**src/rtl/arb_pkg.sv**
```systemverilog
// arb_pkg: shared state encoding and burst default for the memory arbiter.
package arb_pkg;
    typedef enum logic [1:0] {
        IDLE = 2'b00,
        CORE = 2'b01,
        DMA  = 2'b10
    } arb_state_e;
    localparam int MAX_BURST_DEF = 4;
endpackage

```
**src/rtl/arb_fsm.sv**
```systemverilog
// arb_fsm: grant selection between core and DMA with locked DMA bursts.
module arb_fsm
    import arb_pkg::*;
#(
    parameter int MAX_BURST = MAX_BURST_DEF
) (
    input  logic clk,
    input  logic reset,
    input  logic c_req,
    input  logic d_req,
    input  logic d_lock,
    output logic c_gnt,
    output logic d_gnt
);
    localparam int BW = $clog2(MAX_BURST + 1);
    arb_state_e state_q, state_d;
    logic [BW-1:0] burst_q, burst_d;
    logic dma_wins;
    // dma_wins only matters when both request; a lone requester always wins
    always_comb begin
        dma_wins = (state_q == CORE) || (state_q == DMA && d_lock && burst_q < BW'(MAX_BURST));
        d_gnt = ~reset & d_req & (~c_req | dma_wins);
        c_gnt = ~reset & c_req & ~d_gnt;
        state_d = c_gnt ? CORE : d_gnt ? DMA : IDLE;
        burst_d = ~d_gnt ? '0 : (burst_q == BW'(MAX_BURST)) ? burst_q : burst_q + 1'b1;
    end
    always_ff @(posedge clk) begin
        if (reset) begin
            state_q <= IDLE;
            burst_q <= '0;
        end else begin
            state_q <= state_d;
            burst_q <= burst_d;
        end
    end
endmodule

```
**src/rtl/mem_arbiter.sv**
```systemverilog
// mem_arbiter: shares one synchronous-read memory between core and DMA.
module mem_arbiter
    import arb_pkg::*;
#(
    parameter int MAX_BURST = MAX_BURST_DEF,
    parameter int AW = 32
) (
    input  logic          clk,
    input  logic          reset,
    input  logic          c_req,
    input  logic          c_we,
    input  logic [AW-1:0] c_adr,
    input  logic [31:0]   c_wd,
    output logic          c_gnt,
    output logic          c_valid,
    input  logic          d_req,
    input  logic          d_we,
    input  logic [AW-1:0] d_adr,
    input  logic [31:0]   d_wd,
    input  logic          d_lock,
    output logic          d_gnt,
    output logic          d_valid,
    output logic [31:0]   rd,
    output logic          mem_en,
    output logic          mem_we,
    output logic [AW-1:0] mem_adr,
    output logic [31:0]   mem_wd,
    input  logic [31:0]   mem_rd,
    output logic          stall
);
    logic c_valid_q, c_valid_d, d_valid_q, d_valid_d;
    arb_fsm #(.MAX_BURST(MAX_BURST)) u_fsm (
        .clk   (clk),
        .reset (reset),
        .c_req (c_req),
        .d_req (d_req),
        .d_lock(d_lock),
        .c_gnt (c_gnt),
        .d_gnt (d_gnt)
    );
    // valids are masked during reset so a read granted just before reset never reports
    always_comb begin
        mem_en    = c_gnt | d_gnt;
        mem_we    = c_gnt ? c_we : d_gnt ? d_we : 1'b0;
        mem_adr   = c_gnt ? c_adr : d_gnt ? d_adr : '0;
        mem_wd    = c_gnt ? c_wd : d_gnt ? d_wd : '0;
        c_valid_d = c_gnt & ~c_we;
        d_valid_d = d_gnt & ~d_we;
        c_valid   = c_valid_q & ~reset;
        d_valid   = d_valid_q & ~reset;
        stall     = c_req & ~c_gnt & ~reset;
        rd        = mem_rd;
    end
    always_ff @(posedge clk) begin
        if (reset) begin
            c_valid_q <= 1'b0;
            d_valid_q <= 1'b0;
        end else begin
            c_valid_q <= c_valid_d;
            d_valid_q <= d_valid_d;
        end
    end
endmodule

```
**config.mk**
```make
export PLATFORM = sky130hd
export DESIGN_NAME = mem_arbiter
export DESIGN_NICKNAME = d
export VERILOG_FILES = /design/src/rtl/arb_pkg.sv /design/src/rtl/arb_fsm.sv /design/src/rtl/mem_arbiter.sv
export SDC_FILE = /design/constraint.sdc
export NUM_CORES = 1
export LEC_CHECK = 0
export ABC_AREA = 1
export BUFFER_PORTS_ARGS = -buffer_cell sky130_fd_sc_hd__buf_2
export CAP_MARGIN = 20
export CORE_AREA = 5 5 103 105
export CTS_BUF_LIST = sky130_fd_sc_hd__clkbuf_8
export CTS_CLUSTER_DIAMETER = 60
export DETAILED_ROUTE_END_ITERATION = 8
export DIE_AREA = 0 0 108 110
export SETUP_SLACK_MARGIN = 0.2
export SLEW_MARGIN = 25
export SYNTH_ARGS = -nofsm -noshare
export SYNTH_HDL_FRONTEND = slang
export SYNTH_SLANG_ARGS = --single-unit
export TNS_END_PERCENT = 1
```
**constraint.sdc**
```tcl
create_clock -name clk -period 1.52 [get_ports clk]
set_input_delay 0.152 -clock clk [delete_from_list [all_inputs] [get_ports clk]]
set_output_delay 0.152 -clock clk [all_outputs]
set_load 0.005 [all_outputs]
```
# Yosys cells after proc, flatten, opt, wreduce, memory -nomap -nowiden
# Cells that the tools add are included.
[totals]
reg_bits = 7
in_bits = 167
output_inout_bits = 103
[op_classes]
addsub = 1
n_lt_le_gt_ge = 1
n_eq_ne = 3
n_mux = 8
bitwise_logic = 18
n_reduce_logical = 5
[op_table]
columns = ["operator", "n"]
rows = [
  ["two-way mux 32 bit", 4],
  ["bitwise AND 1 bit", 10],
  ["NOT 1 bit", 6],
  ["OR reduction 2 bit", 2],
  ["adder 3 x 1 -> 3 bit, second input constant", 1],
  ["equality test 3 bit, second input constant", 1],
  ["< comparator 3 bit, second input constant", 1],
  ["two-way mux 1 bit", 3],
  ["equality test 2 x 1 -> 1 bit, second input constant", 1],
  ["equality test 2 bit, second input constant", 1],
  ["logical AND 1 bit", 2],
  ["two-way mux 2 bit", 1],
  ["bitwise OR 1 bit", 2],
  ["logical OR 1 bit", 1],
]

# Longest topological paths before layout
[depth]
depth_word = 11
mapped_depth = 9

# Hierarchy
# A second synthesis with hierarchy kept.
[hier_totals]
hier_cells = 297
hier_area_um2 = 1557.7
[modules_own_cells]
columns = ["module", "instances", "cells_each", "area_per_inst_um2", "seq_area_each_um2"]
rows = [
  ["mem_arbiter", 1, 261, 1283.7, 40.0],
  ["arb_fsm", 1, 36, 274.0, 100.1],
]

# Worst setup path after synthesis
# Ideal clock, no wire load.
[synth_path]
path_type = "reg2out"
startpoint = "register u_fsm.burst_q[2]"
endpoint = "output mem_adr[15]"
arrival_ns = 0.989
required_ns = 1.368
setup_slack_ns = 0.379
path_stages_with_launch = 8
path_buffers = 2
path_cell_list = "dfxtp_1 nor2_1 nand2_1 nand2_2 buf_6 buf_8 nand3_2 nand2_1"
[synth_between]
elab_chain_cells = 8
word_cells_on_any_way = 9
cone_classes = "order compare: 1; mux: 2; bitwise: 4; reduce/logical: 2"
[synth_rtl]
columns = ["element", "line_no", "source"]
rows = [
  ["start: declaration", "arb_fsm.sv:17", "logic [BW-1:0] burst_q, burst_d;"],
  ["start signal: assignment", "arb_fsm.sv:33", "burst_q <= burst_d;"],
  ["< comparator 3 bit (*)", "arb_fsm.sv:21", "dma_wins = (state_q == CORE) || (state_q == DMA && d_lock && burst_q < BW'(MAX_BURST));"],
  ["logical AND 1 bit (*)", "arb_fsm.sv:21", ""],
  ["logical OR 1 bit (*)", "arb_fsm.sv:21", ""],
  ["bitwise OR 1 bit (*)", "arb_fsm.sv:22", "d_gnt = ~reset & d_req & (~c_req | dma_wins);"],
  ["bitwise AND 1 bit (*)", "arb_fsm.sv:22", ""],
  ["NOT 1 bit", "arb_fsm.sv:23", "c_gnt = ~reset & c_req & ~d_gnt;"],
  ["bitwise AND 1 bit", "arb_fsm.sv:23", ""],
  ["two-way mux 32 bit (*)", "mem_arbiter.sv:45", "mem_adr = c_gnt ? c_adr : d_gnt ? d_adr : '0;"],
  ["end: declaration", "mem_arbiter.sv:26", "output logic [AW-1:0] mem_adr,"],
]
# Mark *: on every way between the ends. The rest lies on a longest branch, timed or not.

# Worst setup path after layout
[layout_path]
startpoint = "register u_fsm.state_q[1]"
endpoint = "output mem_adr[11]"
[layout_between]
elab_chain_cells = 9
word_cells_on_any_way = 11
cone_classes = "eq/ne: 2; mux: 2; bitwise: 4; reduce/logical: 3"
[layout_rtl]
columns = ["element", "line_no", "source"]
rows = [
  ["start: declaration", "arb_fsm.sv:16", "arb_state_e state_q, state_d;"],
  ["start signal: assignment", "arb_fsm.sv:32", "state_q <= state_d;"],
  ["equality test 2 bit", "arb_fsm.sv:21", ""],
  ["logical AND 1 bit (2 in series)", "arb_fsm.sv:21", ""],
  ["logical OR 1 bit (*)", "arb_fsm.sv:21", ""],
  ["bitwise OR 1 bit (*)", "arb_fsm.sv:22", ""],
  ["bitwise AND 1 bit (*)", "arb_fsm.sv:22", ""],
  ["NOT 1 bit", "arb_fsm.sv:23", ""],
  ["bitwise AND 1 bit", "arb_fsm.sv:23", ""],
  ["two-way mux 32 bit (*)", "mem_arbiter.sv:45", ""],
]
# Marks and branches as above.

==> run metrics <==
status finished with violations; failing checks setup timing; final estimated routing congestion in global placement 0.753; setup skew after layout 0.736 ps; drt wl/cell 12.6 um; Final Hold Fails 0; core area 9550 um2; worst-path fanout max 30; port bufs 205; via-per-instance ratio 4.44; antenna violations before repair 0; max-slew violations 0; most frequent cells in the layout buf_2, nand3_1, nand2_1, inv_1, nand3_2; Clk Latency, worst-skew pair 220 ps; Critical Path RT 1370 ps; register area 141 um2; Die W 108 um; CP endpoint mem_adr[11]; final setup fails 64; slowest cell delay on critical path 320 ps; num rows 36; reg2reg setup slack 370 ps; multi-input logic area 1110 um2; post-synthesis sequential area ratio 0.0810; Slew HR 0.851; CTS Hold Buffers Added 0; Leak 1.75 nW; IO Count 270; Mapped Nets 472; Syn Std Cell Area 1730 um2; largest net degree at the start of global routing 44; critical path launch point u_fsm.state_q[1]; RSZ-0062 raised after global routing yes; DRC violations left 0; vias in the first global route 2421; initial DRC count 225; vias 2640; Peak VDD IR 401 uV; Max Cap Violations 0; critical path arrival 1460 ps; Worst Max-Slew Pin Slew 223 ps; layout cells sized above 1 0.515; PD cells 405 nW/um2; CP Launch Type flip-flop; Seq cells post-synth 7; fillers 1076; Remaining Overflow, GRT 0; Pre-Repair DR Iteration Count 4; Post-DP HPWL 6020 um; full die area 11900 um2; fin worst setup slack -91.7 ps; final WL 7490 um; Ant. Diodes 0; DRT antenna net count 0; origin of the critical flop-to-flop path u_fsm.state_q[1]; Final Instance Count excl. Fillers 595; Worst path depth 8; CTS Buf Count 3; critical path type flip-flop to primary output; Starting Density 0.181; f_max 0.620 GHz; worst r2r dst c_valid_q; synthesized area per cell 5.71 um2; Yosys warnings 0; most common cell after layout, fill and taps aside buf_2; pre-CTS WS 105 ps; CP max stage cell dfxtp_2; all-layer global routing usage 0.107; worst min-delay path class primary input to flip-flop; CTS tree done; htree depth 1; first-pass GRT wire length 10500 um; depth of the most critical reg-to-reg path 7; Tmin final 1610 ps; synthesis-to-layout area growth 57.6%; placed insts 590; nature of the critical path endpoint primary output; Longest Clk Path Bufs 2; clk sinks 7; hold depth 2; CP Cell Sequence inv_1 > a21oi_2 > nand2_2 > nand2_4 > buf_12 > nand3_1 > nand2_1 > buf_2; CTS clock-pin slew for the worst setup and hold paths 40 ps; critical path's top delay family simple AND/OR/NAND/NOR gates; Root Buffer clkbuf_8; Yosys cell types 22; Die Ht 110 um; crit share post-route 1.06; CP Buf/Inv Count 3; post-synthesis cell count 303; Final #Nets 632
==> routing by layer <==
| metal | global-route usage | vias to the layer above | wire length [um] | part of all wire |
|---|---|---|---|---|
| met4 | 0.0252 | 0 | 117 | 0.016 |
| met5 | 0 | - | 0 | 0 |
| met3 | 0.0285 | 15 | 792 | 0.11 |
| met2 | 0.212 | 157 | 3750 | 0.50 |
| met1 | 0.110 | 1179 | 2830 | 0.38 |
| li1 | - | 1289 | - | - |
==> what timing repair did <==
item | in CTS | in global routing
endpoints found under the hold margin | 0 | 0
setup buffers | 0 | 0
cloned | 0 | 1
pin swaps | 0 | 0
setup endpoints to repair | 69 | 69
gates resized for setup | 1 | 5
==> worst min-delay path by stage <==
stage | startpoint | endpoint | slack (ps)
floorplan | c_we | c_valid_q | 220
global placement | mem_rd[12] | rd[12] | 300
detailed placement | mem_rd[12] | rd[12] | 300
CTS | c_we | c_valid_q | 100
global route | c_we | c_valid_q | 100
finish | c_we | c_valid_q | 100
==> stage by stage <==
stage               TNS (ps)  utilization  cell area, um2  power, W  hold WS [ps]
finish                 -1860        0.285            2730   0.00110           101
global route           -9030        0.285            2730   0.00120          96.0
CTS                    -2900        0.281            2680   0.00111          95.5
detailed placement         0        0.276            2640  0.000843           304
global placement           0        0.276            2640  0.000833           304
floorplan                  0            -            1730  0.000574           224
==> logic make-up (layout without fill, tap and decap cells) <==
family | after synthesis | in the layout | synth area share
and+or+nand+nor | 212 | 212 | 0.595
xor gates and xnor gates | 2 | 2 | 0.0101
AOI/OAI and AO/OA | 4 | 4 | 0.0137
buffers and inverters | 76 | 235 | 0.286
DFF | 7 | 7 | 0.0810
adders and majority gates | 2 | 2 | 0.0145
==> report_power, final <==
| group | total, W | switching [W] | internal, W |
|---|---|---|---|
| sequential | 0.000196 | 0.00000359 | 0.000192 |
| combinational | 0.000657 | 0.000333 | 0.000325 |
| clock | 0.000250 | 0.0000757 | 0.000174 |
==> sequential cells by signal, indices dropped and copies added (netlist names) <==
register / flops
d_valid_q: 1
u_fsm.burst_q: 3
u_fsm.state_q: 2
c_valid_q: 1
==> cell type report <==
type                    count  share of cell area
clock buffers               3              0.0152
clock inverters             1             0.00138
inverters                  16              0.0220
multi-input cells         220               0.409
flip-flops and latches      7              0.0519
well taps                 133              0.0611
repair buffers            215               0.439
==> synth_stat cells (all sizes together) <==
library cell,n,area (um2)
a21oi,3,18.8
buf,59,430
clkbuf,1,3.75
dfxtp,7,140
ha,2,25.0
inv,16,60.1
nand2,75,292
nand3,130,701
nor2,7,36.3
o21ai,1,5.00
xnor2,1,8.76
xor2,1,8.76
(Power assumes the default switching activity.)
